===== src/rtl/regfile_scoreboard_if.sv =====
// Register-file port bundle: writeback, two read ports with busy flags, and issue/scoreboard status.
// The core (decode/issue and writeback) is the master; the register file is the slave.
interface regfile_scoreboard_if #(
    parameter int N = 32,
    parameter int L = 5
);
    logic         wr_ena;
    logic [L-1:0] wr_addr;
    logic [N-1:0] wr_data;
    logic [L-1:0] rd_addr0;
    logic [L-1:0] rd_addr1;
    logic [N-1:0] rd_data0;
    logic [N-1:0] rd_data1;
    logic         rd_busy0;
    logic         rd_busy1;
    logic         issue_ena;
    logic [L-1:0] issue_addr;
    logic [L:0]   busy_count;
    logic         all_idle;

    modport master (
        output wr_ena, wr_addr, wr_data, rd_addr0, rd_addr1, issue_ena, issue_addr,
        input  rd_data0, rd_data1, rd_busy0, rd_busy1, busy_count, all_idle
    );

    modport slave (
        input  wr_ena, wr_addr, wr_data, rd_addr0, rd_addr1, issue_ena, issue_addr,
        output rd_data0, rd_data1, rd_busy0, rd_busy1, busy_count, all_idle
    );
endinterface


===== src/rtl/regfile_scoreboard.sv =====
// Parametrised register file with hardwired-zero x0, optional write-to-read bypass
// and a per-register busy scoreboard for read-after-write hazard detection.
module regfile_scoreboard #(
    parameter int N      = 32,
    parameter int L      = 5,
    parameter int BYPASS = 1
) (
    input  logic                 clk,
    input  logic                 rst,
    regfile_scoreboard_if.slave  bus
);
    localparam int DEPTH = 2 ** L;

    // Entry 0 is never written, so both arrays hold constant zero there and synthesis prunes it.
    logic [N-1:0]     data_q [DEPTH];
    logic [DEPTH-1:0] busy_q;
    logic [L:0]       count_q;

    logic wr_hit;
    logic issue_hit;
    logic cnt_inc;
    logic cnt_dec;

    assign wr_hit    = bus.wr_ena && (bus.wr_addr != '0);
    assign issue_hit = bus.issue_ena && (bus.issue_addr != '0);

    // A same-address issue re-marks the register, so the write's clear is cancelled.
    assign cnt_inc = issue_hit && !busy_q[bus.issue_addr];
    assign cnt_dec = wr_hit && busy_q[bus.wr_addr] &&
                     !(issue_hit && (bus.issue_addr == bus.wr_addr));

    // NOTE: sequential state uses non-blocking assignments so every flop samples pre-edge values.
    always_ff @(posedge clk or posedge rst) begin
        if (rst) begin
            // NOTE: the storage array is reset here because the core relies on a cleared file after rst.
            for (int i = 0; i < DEPTH; i++) begin
                data_q[i] <= '0;
            end
            busy_q  <= '0;
            count_q <= '0;
        end else begin
            if (wr_hit) begin
                data_q[bus.wr_addr] <= bus.wr_data;
                busy_q[bus.wr_addr] <= 1'b0;
            end
            // Placed after the write so a same-address issue wins and busy ends at 1.
            if (issue_hit) begin
                busy_q[bus.issue_addr] <= 1'b1;
            end
            count_q <= count_q + (L + 1)'(cnt_inc) - (L + 1)'(cnt_dec);
        end
    end

    logic         fwd0;
    logic         fwd1;
    logic [N-1:0] data0;
    logic [N-1:0] data1;
    logic         busy0;
    logic         busy1;

    assign fwd0 = (BYPASS != 0) && wr_hit && (bus.wr_addr == bus.rd_addr0);
    assign fwd1 = (BYPASS != 0) && wr_hit && (bus.wr_addr == bus.rd_addr1);

    always_comb begin
        // NOTE: defaults first so every path assigns every output and no latch is inferred.
        data0 = '0;
        busy0 = 1'b0;
        data1 = '0;
        busy1 = 1'b0;
        if (bus.rd_addr0 != '0) begin
            data0 = fwd0 ? bus.wr_data : data_q[bus.rd_addr0];
            busy0 = fwd0 ? 1'b0        : busy_q[bus.rd_addr0];
        end
        if (bus.rd_addr1 != '0) begin
            data1 = fwd1 ? bus.wr_data : data_q[bus.rd_addr1];
            busy1 = fwd1 ? 1'b0        : busy_q[bus.rd_addr1];
        end
    end

    assign bus.rd_data0   = data0;
    assign bus.rd_data1   = data1;
    assign bus.rd_busy0   = busy0;
    assign bus.rd_busy1   = busy1;
    assign bus.busy_count = count_q;
    assign bus.all_idle   = (count_q == '0);
endmodule


===== src/flat_wrapper.sv =====
// flat-port wrapper written by rule: the top's interface ports become plain ports
module regfile_scoreboard_flat 
#(
    parameter int N      = 32,
    parameter int L      = 5,
    parameter int BYPASS = 1
)
  (clk, rst, bus_wr_ena, bus_wr_addr, bus_wr_data, bus_rd_addr0, bus_rd_addr1, bus_issue_ena, bus_issue_addr, bus_rd_data0, bus_rd_data1, bus_rd_busy0, bus_rd_busy1, bus_busy_count, bus_all_idle);
  regfile_scoreboard_if #(.N(N), .L(L)) bus_i ();
  input  logic clk;
  input  logic rst;
  input wire logic [$bits(bus_i.wr_ena)-1:0] bus_wr_ena;
  input wire logic [$bits(bus_i.wr_addr)-1:0] bus_wr_addr;
  input wire logic [$bits(bus_i.wr_data)-1:0] bus_wr_data;
  input wire logic [$bits(bus_i.rd_addr0)-1:0] bus_rd_addr0;
  input wire logic [$bits(bus_i.rd_addr1)-1:0] bus_rd_addr1;
  input wire logic [$bits(bus_i.issue_ena)-1:0] bus_issue_ena;
  input wire logic [$bits(bus_i.issue_addr)-1:0] bus_issue_addr;
  output wire logic [$bits(bus_i.rd_data0)-1:0] bus_rd_data0;
  output wire logic [$bits(bus_i.rd_data1)-1:0] bus_rd_data1;
  output wire logic [$bits(bus_i.rd_busy0)-1:0] bus_rd_busy0;
  output wire logic [$bits(bus_i.rd_busy1)-1:0] bus_rd_busy1;
  output wire logic [$bits(bus_i.busy_count)-1:0] bus_busy_count;
  output wire logic [$bits(bus_i.all_idle)-1:0] bus_all_idle;
  assign bus_i.wr_ena = bus_wr_ena;
  assign bus_i.wr_addr = bus_wr_addr;
  assign bus_i.wr_data = bus_wr_data;
  assign bus_i.rd_addr0 = bus_rd_addr0;
  assign bus_i.rd_addr1 = bus_rd_addr1;
  assign bus_i.issue_ena = bus_issue_ena;
  assign bus_i.issue_addr = bus_issue_addr;
  assign bus_rd_data0 = bus_i.rd_data0;
  assign bus_rd_data1 = bus_i.rd_data1;
  assign bus_rd_busy0 = bus_i.rd_busy0;
  assign bus_rd_busy1 = bus_i.rd_busy1;
  assign bus_busy_count = bus_i.busy_count;
  assign bus_all_idle = bus_i.all_idle;
  regfile_scoreboard #(.N(N), .L(L), .BYPASS(BYPASS)) u_core (.clk(clk), .rst(rst), .bus(bus_i));
endmodule

===== config.mk =====
export PLATFORM = sky130hd
export DESIGN_NAME = regfile_scoreboard_flat
export DESIGN_NICKNAME = d
export VERILOG_FILES = /design/src/rtl/regfile_scoreboard_if.sv /design/src/rtl/regfile_scoreboard.sv /design/src/flat_wrapper.sv
export SDC_FILE = /design/constraint.sdc
export NUM_CORES = 2
export LEC_CHECK = 0
export CAP_MARGIN = 15
export CORE_AREA = 2 2 291 293
export CTS_BUF_LIST = sky130_fd_sc_hd__clkbuf_8
export DETAILED_ROUTE_END_ITERATION = 10
export DIE_AREA = 0 0 293 295
export PLACE_DENSITY = 0.95
export SLEW_MARGIN = 30
export SYNTH_ARGS = -nofsm -noshare
export SYNTH_HDL_FRONTEND = slang
export SYNTH_SLANG_ARGS = --single-unit

===== constraint.sdc =====
create_clock -name clk -period 98.8 [get_ports clk]
set_input_delay 14.82 -clock clk [delete_from_list [all_inputs] [get_ports clk]]
set_output_delay 14.82 -clock clk [all_outputs]
set_load 0.1 [all_outputs]

Word level (Yosys, flattened, before mapping)
Index checks and enable logic that the tools add are counted.
{ "totals": {"ff_bits": 1062, "inputBits": 56, "out_inout_bits": 73} }
{ "classes": {"addsub": 2, "n_lt_le_gt_ge": 10, "eq_ne": 3, "n_mux": 31, "n_bitwise": 6, "n_reduce_logical": 18} }
{ "ops": {"columns": ["cell", "n"], "rows": [
  ["1024-bit bitwise mux", 1],
  ["32-bit two-way mux", 11],
  ["32-bit binary-select mux with 5-bit select", 2],
  ["32-bit demux with 5-bit select", 1],
  ["32-bit AND", 1],
  ["32-bit NOT", 1],
  ["32-bit bitwise OR", 1],
  ["5-bit by 6-bit less-than comparator with 1-bit output (second input constant)", 4],
  ["1-bit binary-select mux with 5-bit select", 4],
  ["5-bit nonzero test", 4],
  ["6-bit >= comparator (second input constant)", 3],
  ["5-bit NOT with 6-bit output", 3],
  ["5-bit == test", 3],
  ["1-bit logical AND", 11],
  ["1-bit demux with 5-bit select", 2],
  ["5-bit by 1-bit >= comparator with 1-bit output (second input constant)", 2],
  ["1-bit two-way mux", 10],
  ["6-bit by 1-bit adder with 6-bit output", 1],
  ["6-bit logical NOT", 1],
  ["6-bit by 1-bit less-than comparator with 1-bit output (second input constant)", 1],
  ["6-bit by 1-bit subtractor with 6-bit output", 1],
  ["1-bit logical NOT", 2]
]} }

Logic depth before layout (Yosys ltp)
{ "logic_depth": {"depth_word": 9, "depth_mapped": 17, "mapped_depth_nobuf": 15} }

Least setup slack after synthesis
No wires, ideal clock.
{ "synth_timing": {"path_type": "input -> output", "startpoint": "input bus_wr_addr[1]", "endpoint": "output bus_rd_data0[30]", "t_arrival_ns": 18.127, "t_required_ns": 83.980, "slack_ns": 65.853, "stages": 6, "path_buffers": 2, "cell_sequence": "buf_2 > nor2_1 > a21bo_2 > or3_1 > buf_2 > o311ai_1"} }
{ "synth_via": {"elab_chain_cells": 5} }
{ "synth_lines": {"columns": ["item", "line", "rtl"], "rows": [
  ["start, declared", "flat_wrapper.sv:13", "input wire logic [$bits(bus_i.wr_addr)-1:0] bus_wr_addr;"],
  ["5-bit nonzero test", "regfile_scoreboard.sv:24", "assign wr_hit = bus.wr_ena && (bus.wr_addr != '0);"],
  ["1-bit logical AND", "regfile_scoreboard.sv:24", null],
  ["1-bit logical AND (*)", "regfile_scoreboard.sv:61", "assign fwd0 = (BYPASS != 0) && wr_hit && (bus.wr_addr == bus.rd_addr0);"],
  ["32-bit two-way mux (*)", "regfile_scoreboard.sv:71", "data0 = fwd0 ? bus.wr_data : data_q[bus.rd_addr0];"],
  ["32-bit two-way mux (*)", "regfile_scoreboard.sv:70", "if (bus.rd_addr0 != '0) begin"],
  ["end, declared", "flat_wrapper.sv:19", "output wire logic [$bits(bus_i.rd_data0)-1:0] bus_rd_data0;"]
]} }
Every way passes the cells marked *; elsewhere a longest branch is shown, timed or not.

Worst setup path after layout
{ "layout_timing": {"startpoint": "input bus_wr_addr[2]", "endpoint": "output bus_rd_data0[30]"} }
The elaborated chain is that of the path after synthesis.

==> summary.md <==
| Metric | Value |
|---|---|
| Status | completed |
| Clock root buffer | clkbuf_8 |
| Required time at the worst-slack endpoint | 83980 ps |
| Share of layout cells above drive strength 1 | 0.495 |
| Synth Flop Type | dfrtp_1 |
| Leakage power | 0.0273 uW |
| Pre-Repair DR Iteration Count | 9 |
| Most common cell after layout, fill and taps aside | dfrtp_1 |
| Synth Cell Area | 57900 um2 |
| CTS sink count | 1062 |
| Max-slew headroom | 0.288 |
| Fin nets | 3885 |
| Filler instances | 4284 |
| Syn nets | 3936 |
| Largest net degree at the start of global routing | 167 |
| Num ports | 129 |
| CP top delay family | buffers and inverters |
| Cts bufs inserted | 170 |
| First-pass GRT wire length | 264 mm |
| CTS Hold Buffers Added | 0 |
| Chip width | 293 um |
| Core outline area | 83200 um2 |
| Worst-Margin Slew | 1070 ps |
| Crit-path slowest cell | clkdlybuf4s50_1 |
| Count of different cell masters after synthesis | 61 |
| Starting DRC count in detailed routing | 6457 |
| Worst Path Buf+Inv | 3 |
| Post-synthesis average cell area | 15.0 um2 |
| Total power | 1310 uW |
| Setup TNS | 0 ps |
| Highest-count cells in the layout ignoring fill and taps | 1062 x dfrtp_1, 988 x mux2_2, 548 x mux4_2, 209 x clkbuf_8, 103 x mux2i_1 |
| Startpoint types | input port |
| Final period util | 0.352 |
| Routed len/inst | 35.4 um |
| Worst Path Class, Setup | input port to primary output |
| Max Clk Rate | 28.8 MHz |
| Clk_lat worst skew | 850 ps |
| CTS tree | built |
| Post-synth EDFFs | 0 |
| Drt drc | 0 |
| Skew final | 12.9 ps |
| Via/cell ratio | 8.06 |
| Port Buffers | 128 |
| CP peak stage delay | 1290 ps |
| H-tree Lvls | 4 |
| GRT Overall Usage | 0.418 |
| Final Hold Fails | 0 |
| FP Rows | 106 |
| Die ar. | 86400 um2 |
| Post-route ant nets | 0 |
| Hold Crit Class | flip-flop to flip-flop |
| Final HPWL DP | 99.6 mm |
| Multi-input logic area | 29300 um2 |
| Global route overflow | 0 |
| Post-CTS setup buffer count | 0 |
| Placed Cells | 4725 |
| Final setup vio count | 0 |
| CP Max Fanout | 38 |
| Vias in the first global route | 42400 |
| Most frequent CP cell | clkdlybuf4s50_1 |
| Synth warn | 0 |
| VDD IR-drop max | 0.0000263 V |
| Worst-path cell chain | clkdlybuf4s50_1 -> nor3_2 -> a21bo_2 -> or3_2 -> buf_4 -> o311ai_1 -> clkdlybuf4s50_1 |
| Ys async rst share | 1.00 |
| Post-route insts no fill | 5035 |
| Hold Worst Slack | 393 ps |
| Register Area | 26600 um2 |
| Total wire length | 178 mm |
| Seq/Total Area, Yosys | 0.459 |
| Initial Util | 0.696 |
| Crit path DAT | 19950 ps |
| #FFs+latches synth | 1062 |
| Routed via count | 40600 |
| Initial antenna violation count | 10 |
| Final Instance Area | 62700 um2 |
| Cts repair resizes | 0 |
| Area Growth Syn to Fin | 8.30% |
| CTS Buffer Depth | 3 |
| Worst setup EP type | primary output |
| Fin crit period | 34770 ps |
| Chip Height | 295 um |
| Unrepaired setup endpoints after global routing | false |
| Worst-path clk slew | 60 ps |
| Power Dens Cells | 20.9 nW/um2 |
| RePlAce Congestion | 0.908 |
| Slew Limit Fails | 0 |
| Max cap viols | 0 |
| Placed Area | 59300 um2 |
| Syn Inst Count | 3871 |
[synthesized netlist by cell type (4+ instances only)]
master,n,area (um2)
dfrtp_1,1062,26600
a22oi_1,95,713
nor2b_1,41,257
mux2_2,988,11100
a32o_1,4,40.0
nor2_1,21,78.8
nand3_1,63,315
nor2_2,4,25.0
a211oi_1,89,668
nor3_1,6,30.0
nand2_1,116,435
ha_1,8,100
inv_1,18,67.6
a211o_1,30,263
buf_4,45,338
a22o_1,11,96.3
buf_6,15,169
o211ai_1,5,37.5
buf_1,15,56.3
mux2i_1,103,1030
a21oi_1,9,45.0
nor3b_1,4,30.0
mux2_1,19,214
mux4_2,548,12300
o2111ai_1,28,245
xnor2_1,14,123
buf_2,177,886
o21ai_0,78,390
clkbuf_1,201,754
[where the power goes]
| group | leakage (uW) | switching, uW | internal, uW | total, uW |
|---|---|---|---|---|
| combinational | 0.0117 | 173 | 172 | 345 |
| sequential | 0.0136 | 71.5 | 519 | 590 |
| clock | 0.00195 | 183 | 194 | 376 |
| total | 0.0273 | 427 | 885 | 1310 |
[path summary, 6_finish.rpt]
path	startpoint	end	slack, ps	cells past startpoint
min in group asynchronous	rst	u_core.data_q[547]	14490	2
worst max-delay path	bus_wr_addr[2]	bus_rd_data0[30]	64030	7
worst max register to register	u_core.busy_q[5]	u_core.bus.busy_count[4]	95480	15
worst min register to register	u_core.data_q[1016]	u_core.data_q[1016]	390	0
worst min-delay path	u_core.data_q[1016]	u_core.data_q[1016]	390	0
max in group asynchronous	rst	u_core.data_q[441]	79870	8
[through the flow]
step / util / worst slack, ps
floorplan: - / 54090
global placement: 0.714 / 64190
detailed placement: 0.713 / 64270
CTS: 0.753 / 64230
global route: 0.754 / 64140
finish: 0.754 / 64030
[registers in the layout (all words and copies together) (netlist names)]
register	cells
u_core.data_q	1024
u_core.busy_q	32
u_core.bus.busy_count	6
[final cells by class]
cell class / instances / share of cell area
Antenna cell: 7 / 0.000279
Clock buffer: 209 / 0.0459
Clock inverter: 91 / 0.00726
Inverter: 18 / 0.00128
Multi-Input combinational cell: 2338 / 0.467
Sequential cell: 1062 / 0.424
Tap cell: 1080 / 0.0215
Timing Repair Buffer: 230 / 0.0334
[logic make-up (layout without fill, tap and decap cells)]
| family | count (synthesis) | after routing | synth area share |
|---|---|---|---|
| AO/OA/AOI/OAI | 367 | 367 | 0.0460 |
| flip-flops | 1062 | 1062 | 0.459 |
| adder cells (fa/ha/maj) | 9 | 9 | 0.00207 |
| buffers and inverters | 471 | 548 | 0.0392 |
| XOR/XNOR | 18 | 18 | 0.00285 |
| other | 0 | 7 | 0 |
| AND/OR/NAND/NOR | 286 | 286 | 0.0243 |
| multiplexers | 1658 | 1658 | 0.427 |
[layer usage]
metal / share of wire / wire (um) / global-route usage
met5: 0.00060 / 107 / 0.00333
met4: 0.080 / 14300 / 0.301
met3: 0.14 / 25300 / 0.145
met2: 0.45 / 80200 / 0.611
met1: 0.33 / 58100 / 0.525
Note: power is estimated with default switching activity, not from simulation.
